`src/rtl/mem_bist_if.sv`:
```
// Memory-side bus of the BIST initiator: strobes, address and data.
// master = BIST controller, slave = memory under test.
interface mem_bist_if #(
  parameter int WIDTH   = 32,
  parameter int ADDRESS = 4
);
  logic [WIDTH-1:0]   in_data;
  logic [ADDRESS-1:0] address;
  logic               wr_en;
  logic               rd_en;
  logic [WIDTH-1:0]   out_data;
  logic               valid_out;

  modport master (
    output in_data, address, wr_en, rd_en,
    input  out_data, valid_out
  );

  modport slave (
    input  in_data, address, wr_en, rd_en,
    output out_data, valid_out
  );
endinterface

```
`src/rtl/mem_bist_ctrl.sv`:
```
// Memory BIST initiator: write seed pattern, read back, compare, report.
// Define MEM_BIST_INV_PASS_EN to add a second pass with inverted data.
module mem_bist_ctrl #(
  parameter int WIDTH   = 32,
  parameter int DEPTH   = 16,
  parameter int ADDRESS = 4,
  parameter int TIMEOUT = 8
) (
  input  logic               clk,
  input  logic               rst,
  input  logic               start,
  input  logic [WIDTH-1:0]   seed,
  mem_bist_if.master         mem,
  output logic               busy,
  output logic               done,
  output logic               fail,
  output logic               timeout_seen,
  output logic [ADDRESS-1:0] fail_addr,
  output logic [WIDTH-1:0]   fail_data,
  output logic [ADDRESS:0]   fail_count
);

  localparam int TW = $clog2(TIMEOUT + 1);
  localparam logic [ADDRESS-1:0] LAST = ADDRESS'(DEPTH - 1);
  localparam logic [ADDRESS:0]   CMAX = (ADDRESS + 1)'(DEPTH);
  localparam logic [TW-1:0]      TLAST = TW'(TIMEOUT - 1);

  typedef enum logic [2:0] {
    IDLE, WRITE, READ_REQ, READ_WAIT, DONE
  } state_t;

  state_t             state, state_d;
  logic [WIDTH-1:0]   seed_q, seed_d;
  logic [ADDRESS-1:0] addr, addr_d;
  logic [TW-1:0]      timer, timer_d;
  logic [WIDTH-1:0]   in_data_q, in_data_d;
  logic [ADDRESS-1:0] address_q, address_d;
  logic               wr_en_q, wr_en_d;
  logic               rd_en_q, rd_en_d;
  logic               busy_d, done_d, fail_d, to_d;
  logic [ADDRESS-1:0] fa_d;
  logic [WIDTH-1:0]   fd_d;
  logic [ADDRESS:0]   fc_d;
  logic               hit, miss;
  logic [WIDTH-1:0]   rdata;

`ifdef MEM_BIST_INV_PASS_EN
  logic pass, pass_d;

  always_ff @(posedge clk or negedge rst) begin
    if (!rst) pass <= 1'b0;
    else      pass <= pass_d;
  end
`else
  logic pass;
  assign pass = 1'b0;
`endif

  function automatic logic [WIDTH-1:0] pattern(
    input logic [WIDTH-1:0]   s,
    input logic [ADDRESS-1:0] a,
    input logic               p
  );
    logic [WIDTH-1:0] w;
    w = s ^ WIDTH'(a);
    return p ? ~w : w;
  endfunction

  always_comb begin
    state_d = state;
    seed_d  = seed_q;
    addr_d  = addr;
    timer_d = timer;
    done_d  = done;
    fail_d  = fail;
    to_d    = timeout_seen;
    fa_d    = fail_addr;
    fd_d    = fail_data;
    fc_d    = fail_count;
    hit     = 1'b0;
    miss    = 1'b0;
    rdata   = mem.out_data;
`ifdef MEM_BIST_INV_PASS_EN
    pass_d  = pass;
`endif
    unique case (state)
      IDLE: begin
        if (start) begin
          state_d = WRITE;
          seed_d  = seed;
          addr_d  = '0;
          done_d  = 1'b0;
          fail_d  = 1'b0;
          to_d    = 1'b0;
          fa_d    = '0;
          fd_d    = '0;
          fc_d    = '0;
`ifdef MEM_BIST_INV_PASS_EN
          pass_d  = 1'b0;
`endif
        end
      end
      WRITE: begin
        if (addr == LAST) begin
          state_d = READ_REQ;
          addr_d  = '0;
        end else begin
          addr_d = addr + 1'b1;
        end
      end
      READ_REQ: begin
        timer_d = '0;
        state_d = READ_WAIT;
      end
      READ_WAIT: begin
        timer_d = timer + 1'b1;
        // a response landing on the expiry cycle still counts as a read
        if (mem.valid_out) begin
          hit  = 1'b1;
          miss = mem.out_data != pattern(seed_q, addr, pass);
        end else if (timer == TLAST) begin
          hit   = 1'b1;
          miss  = 1'b1;
          rdata = '0;
          to_d  = 1'b1;
        end
        if (miss) begin
          fail_d = 1'b1;
          if (fail_count == '0) begin
            fa_d = addr;
            fd_d = rdata;
          end
          if (fail_count != CMAX) fc_d = fail_count + 1'b1;
        end
        if (hit) begin
          if (addr != LAST) begin
            addr_d  = addr + 1'b1;
            state_d = READ_REQ;
          end else begin
`ifdef MEM_BIST_INV_PASS_EN
            if (!pass) begin
              pass_d  = 1'b1;
              addr_d  = '0;
              state_d = WRITE;
            end else begin
              state_d = DONE;
            end
`else
            state_d = DONE;
`endif
          end
        end
      end
      DONE:    state_d = IDLE;
      default: state_d = IDLE;
    endcase
    // outputs are registered from the next state
    wr_en_d   = state_d == WRITE;
    rd_en_d   = state_d == READ_REQ;
    address_d = addr_d;
    busy_d    = state_d inside {WRITE, READ_REQ, READ_WAIT};
    if (state_d == DONE) done_d = 1'b1;
`ifdef MEM_BIST_INV_PASS_EN
    in_data_d = pattern(seed_d, addr_d, pass_d);
`else
    in_data_d = pattern(seed_d, addr_d, 1'b0);
`endif
  end

  always_ff @(posedge clk or negedge rst) begin
    if (!rst) begin
      state        <= IDLE;
      seed_q       <= '0;
      addr         <= '0;
      timer        <= '0;
      in_data_q    <= '0;
      address_q    <= '0;
      wr_en_q      <= 1'b0;
      rd_en_q      <= 1'b0;
      busy         <= 1'b0;
      done         <= 1'b0;
      fail         <= 1'b0;
      timeout_seen <= 1'b0;
      fail_addr    <= '0;
      fail_data    <= '0;
      fail_count   <= '0;
    end else begin
      state        <= state_d;
      seed_q       <= seed_d;
      addr         <= addr_d;
      timer        <= timer_d;
      in_data_q    <= in_data_d;
      address_q    <= address_d;
      wr_en_q      <= wr_en_d;
      rd_en_q      <= rd_en_d;
      busy         <= busy_d;
      done         <= done_d;
      fail         <= fail_d;
      timeout_seen <= to_d;
      fail_addr    <= fa_d;
      fail_data    <= fd_d;
      fail_count   <= fc_d;
    end
  end

  assign mem.in_data = in_data_q;
  assign mem.address = address_q;
  assign mem.wr_en   = wr_en_q;
  assign mem.rd_en   = rd_en_q;

endmodule

```
`src/flat_wrapper.sv`:
```
// flat-port wrapper written by rule: the top's interface ports become plain ports
module mem_bist_ctrl_flat 
#(
  parameter int WIDTH   = 32,
  parameter int DEPTH   = 16,
  parameter int ADDRESS = 4,
  parameter int TIMEOUT = 8
)
  (clk, rst, start, seed, busy, done, fail, timeout_seen, fail_addr, fail_data, fail_count, mem_in_data, mem_address, mem_wr_en, mem_rd_en, mem_out_data, mem_valid_out);
  mem_bist_if #(.WIDTH(WIDTH), .ADDRESS(ADDRESS)) mem_i ();
  input  logic clk;
  input  logic rst;
  input  logic start;
  input  logic [WIDTH-1:0] seed;
  output logic busy;
  output logic done;
  output logic fail;
  output logic timeout_seen;
  output logic [ADDRESS-1:0] fail_addr;
  output logic [WIDTH-1:0] fail_data;
  output logic [ADDRESS:0] fail_count;
  output wire logic [$bits(mem_i.in_data)-1:0] mem_in_data;
  output wire logic [$bits(mem_i.address)-1:0] mem_address;
  output wire logic [$bits(mem_i.wr_en)-1:0] mem_wr_en;
  output wire logic [$bits(mem_i.rd_en)-1:0] mem_rd_en;
  input wire logic [$bits(mem_i.out_data)-1:0] mem_out_data;
  input wire logic [$bits(mem_i.valid_out)-1:0] mem_valid_out;
  assign mem_in_data = mem_i.in_data;
  assign mem_address = mem_i.address;
  assign mem_wr_en = mem_i.wr_en;
  assign mem_rd_en = mem_i.rd_en;
  assign mem_i.out_data = mem_out_data;
  assign mem_i.valid_out = mem_valid_out;
  mem_bist_ctrl #(.WIDTH(WIDTH), .DEPTH(DEPTH), .ADDRESS(ADDRESS), .TIMEOUT(TIMEOUT)) u_core (.clk(clk), .rst(rst), .start(start), .seed(seed), .mem(mem_i), .busy(busy), .done(done), .fail(fail), .timeout_seen(timeout_seen), .fail_addr(fail_addr), .fail_data(fail_data), .fail_count(fail_count));
endmodule
```
`config.mk`:
```
export PLATFORM = sky130hd
export DESIGN_NAME = mem_bist_ctrl_flat
export DESIGN_NICKNAME = d
export VERILOG_FILES = /design/src/rtl/mem_bist_if.sv /design/src/rtl/mem_bist_ctrl.sv /design/src/flat_wrapper.sv
export SDC_FILE = /design/constraint.sdc
export NUM_CORES = 1
export LEC_CHECK = 0
export ABC_CLOCK_PERIOD_IN_PS = 2430
export CAP_MARGIN = 0
export CORE_ASPECT_RATIO = 0.75
export CORE_MARGIN = 1
export CORE_UTILIZATION = 47
export CTS_CLUSTER_DIAMETER = 30
export DETAILED_ROUTE_END_ITERATION = 7
export PLACE_DENSITY = 0.81
export SLEW_MARGIN = 20
export SYNTH_ARGS = -nofsm -noshare
export SYNTH_HDL_FRONTEND = slang
export SYNTH_SLANG_ARGS = --single-unit
```
`constraint.sdc`:
```
create_clock -name clk -period 2.43 [get_ports clk]
set_clock_uncertainty 0.1 [all_clocks]
set_input_delay 0.729 -clock clk [delete_from_list [all_inputs] [get_ports clk]]
set_output_delay 0.729 -clock clk [all_outputs]
set_load 0.01 [all_outputs]
```
==> flow_summary.json <==
{
  "die_area_mm2": 0.0104,
  "synth_commonest_cells": "176 x nand2_1, 94 x dfrtp_1, 31 x buf_4",
  "multi_input_area_mm2": 0.00218,
  "antenna_cells": 0,
  "place_ws_ns": -0.831,
  "grt_pass1_wl_um": 20700,
  "first_pass_iters": 4,
  "clkSlewWorstSetupHoldPaths_ns": 0.06,
  "end_kind": "flip-flop",
  "status": "complete, but fails checks",
  "placedCellCount": 781,
  "cp_max_fo": 6,
  "yosys-top-cells-area": "dfrtp_1 50%, nand2_1 14%, buf_4 4.9%",
  "final_hold_viol_count": 0,
  "power.density_mw_per_mm2": 1140,
  "antenna_left": 0,
  "via_per_inst": 5.20,
  "combPwrFrac_pct": 47.5,
  "totalWireLength_um": 13600,
  "start_util_pct": 48.5,
  "fin_total_pwr_w": 0.00805,
  "synth_simple_gate_area_share_pct": 21.0,
  "synthToLayoutAreaGrowth_pct": 50.0,
  "rsz0062_at_grt": "true",
  "ctsHtreeMaxLevel": 3,
  "dieHeight_um": 88.6,
  "regArea_mm2": 0.00235,
  "cts-root-buf": "clkbuf_16",
  "cts_tree": "yes",
  "worstSkewPairLatency_ns": 0.33,
  "grt_pass1_vias": 3988,
  "internal_power_w": 0.00509,
  "async_reset_ff_share_pct": 100,
  "drt_iter0_markers": 274,
  "synth-seq-cells": 94,
  "maxSlewViolCount": 0,
  "worst-setup-path-type": "in -> reg",
  "die_x_um": 117,
  "ys_warn_count": 0,
  "synth.most_common_cell": "nand2_1",
  "layout_min_cycle_time_ns": 2.47,
  "synth_cells": 506,
  "grt_max_degree": 38,
  "required_ns": 2.58,
  "avgSynthCellArea_um2": 9.29,
  "finalCritPeriodShare_pct": 102,
  "cts_buffer_depth": 2,
  "cp-start-kind": "input port",
  "nets": 740,
  "drc": 0,
  "p_sw_w": 0.00296,
  "vias": 4174,
  "violations": "setup timing",
  "swShare_pct": 36.7,
  "drive_gt1_share_pct": 18.8,
  "rows": 31,
  "overflow": 0,
  "hold_path_class": "in -> async",
  "io_buffers": 150,
  "reg2reg_depth": 9,
  "drv_cap": 0,
  "synth_ff_type": "dfrtp_1",
  "synth_top_area_cell": "dfrtp_1",
  "clkPwrFrac_pct": 17.4,
  "dp_hpwl_um": 9750,
  "worst_slack_ns": -0.0397,
  "synthMuxAreaShare_pct": 1.76,
  "synth_fa_ha_area_share_pct": 1.33,
  "synth.distinct_cells": 47,
  "synth_top_family_by_area": "simple AND/OR/NAND/NOR gates",
  "antenna_found_initial": 0,
  "cellLeakagePower_nw": 3.25,
  "slew_headroom_pct": 65.4,
  "yosysSeqAreaShare_pct": 50.0,
  "gr-usage-all-layers_pct": 25.7,
  "wl_per_cell_um": 16.9,
  "synth_edf_count": 0,
  "core_mm2": 0.00970,
  "clock-sinks": 94,
  "ios": 151,
  "seqPwrFrac_pct": 35.1,
  "numCtsBuffers": 9,
  "tightestPinTransition_ns": 0.519,
  "synth_xor_xnor_area_share_pct": 7.64,
  "cp.arrival_ns": 2.62,
  "syn_nets": 579,
  "max-vdd-ir-drop_mv": 0.519,
  "synth_compound_area_share_pct": 9.74,
  "layout.cells.non_filler": 803,
  "setup_viol": 26,
  "whs_ns": 0.261,
  "gp_congestion": 0.875,
  "fmax_mhz": 405,
  "synth_top_area_share_pct": 50.0,
  "nFillCells": 696,
  "syn-cell-area_mm2": 0.00470
}
==> registers in the layout (all words and copies together) (netlist names) <==
signal,flops
u_core.addr,4
u_core.busy,1
u_core.done,1
u_core.fail,1
u_core.fail_addr,4
u_core.fail_count,5
u_core.fail_data,32
u_core.mem.in_data,5
u_core.mem.rd_en,1
u_core.mem.wr_en,1
u_core.seed_q,31
u_core.state,3
u_core.timeout_seen,1
u_core.timer,4
==> per-layer routing <==
metal  share of wire, %  track usage [%]
met1                 45             35.8
met2                 48             41.9
met3                6.1             5.67
met4               0.85             5.48
met5                  0                0
==> worst paths after layout <==
| check | start | end | slack (ns) |
|---|---|---|---|
| hold / removal | rst | u_core.fail_count[3] | 0.26 |
| setup reg to reg | u_core.seed_q[25] | u_core.fail_data[24] | 0.02 |
| setup / recovery | mem_out_data[8] | u_core.fail_data[24] | -0.04 |
| hold reg to reg | u_core.done | u_core.done | 0.39 |
| max in group asynchronous | rst | u_core.addr[2] | 1.30 |
| min in group clk | u_core.done | u_core.done | 0.39 |
==> cell usage in the layout, fill, tap and decap left out, types with 7 or more instances in the layout <==
master,synthesis,final
nand3_1,12,12
clkdlybuf4s50_1,0,116
xnor2_1,21,13
dfrtp_1,94,94
nor2_1,7,7
inv_1,10,10
o22ai_1,28,21
a21oi_1,7,7
dlygate4sd2_1,0,17
buf_12,0,7
xor2_1,20,15
clkbuf_16,0,11
o22ai_2,4,9
nand2_1,176,176
buf_4,31,42
==> through the flow <==
step / instance area (um2) / setup TNS, ns / utilization [%]
2_1_floorplan: 4700 / 0 / -
3_3_place_gp: 6450 / -32.94 / 66.6
3_5_place_dp: 6450 / -34.47 / 66.6
4_1_cts: 6830 / -0.0212 / 70.4
5_1_grt: 7050 / -2.57 / 72.7
6_report: 7050 / -0.443 / 72.7
==> cell families (layout without fill, tap and decap cells) <==
family / after synthesis / in the layout
AO/OA/AOI/OAI: 64 / 64
XOR/XNOR: 41 / 41
adder cells (fa/ha/maj): 5 / 5
buffers and inverters: 65 / 230
flip-flops: 94 / 94
multiplexers: 8 / 8
AND/OR/NAND/NOR: 229 / 229
==> worst max-delay path: stages <==
cell,delay (ns)
dlygate4sd2_1,0.26
xnor2_1,0.16
nand4_1,0.14
or4_4,0.52
nor3_4,0.13
buf_6,0.15
nor3_4,0.05
buf_12,0.14
clkbuf_16,0.15
o22ai_1,0.17
==> layout make-up <==
class	instances	area share, %
sequential	94	33.3
multi-input combinational	347	31.0
timing repair buffer	205	28.6
clock buffer	10	3.39
tap	132	2.34
clock inverter	5	0.851
inverter	10	0.532
==> repair_timing <==
action / in CTS / in global routing
gates cloned: 0 / 3
setup buffers: 1 / 3
pin swaps: 23 / 22
setup endpoints to repair: 42 / 42
hold buffers: 0 / 0
gates resized for setup: 58 / 38
==> power by group through the flow <==
stage	logic (W)	registers, W	clock network (W)
floorplan	0.00192	0.00279	0
global route	0.00414	0.00291	0.00148
CTS	0.00367	0.00278	0.00143
finish	0.00382	0.00283	0.00140
detailed placement	0.00360	0.00279	0
global placement	0.00349	0.00275	0
Power figures use the tool's default switching activity.
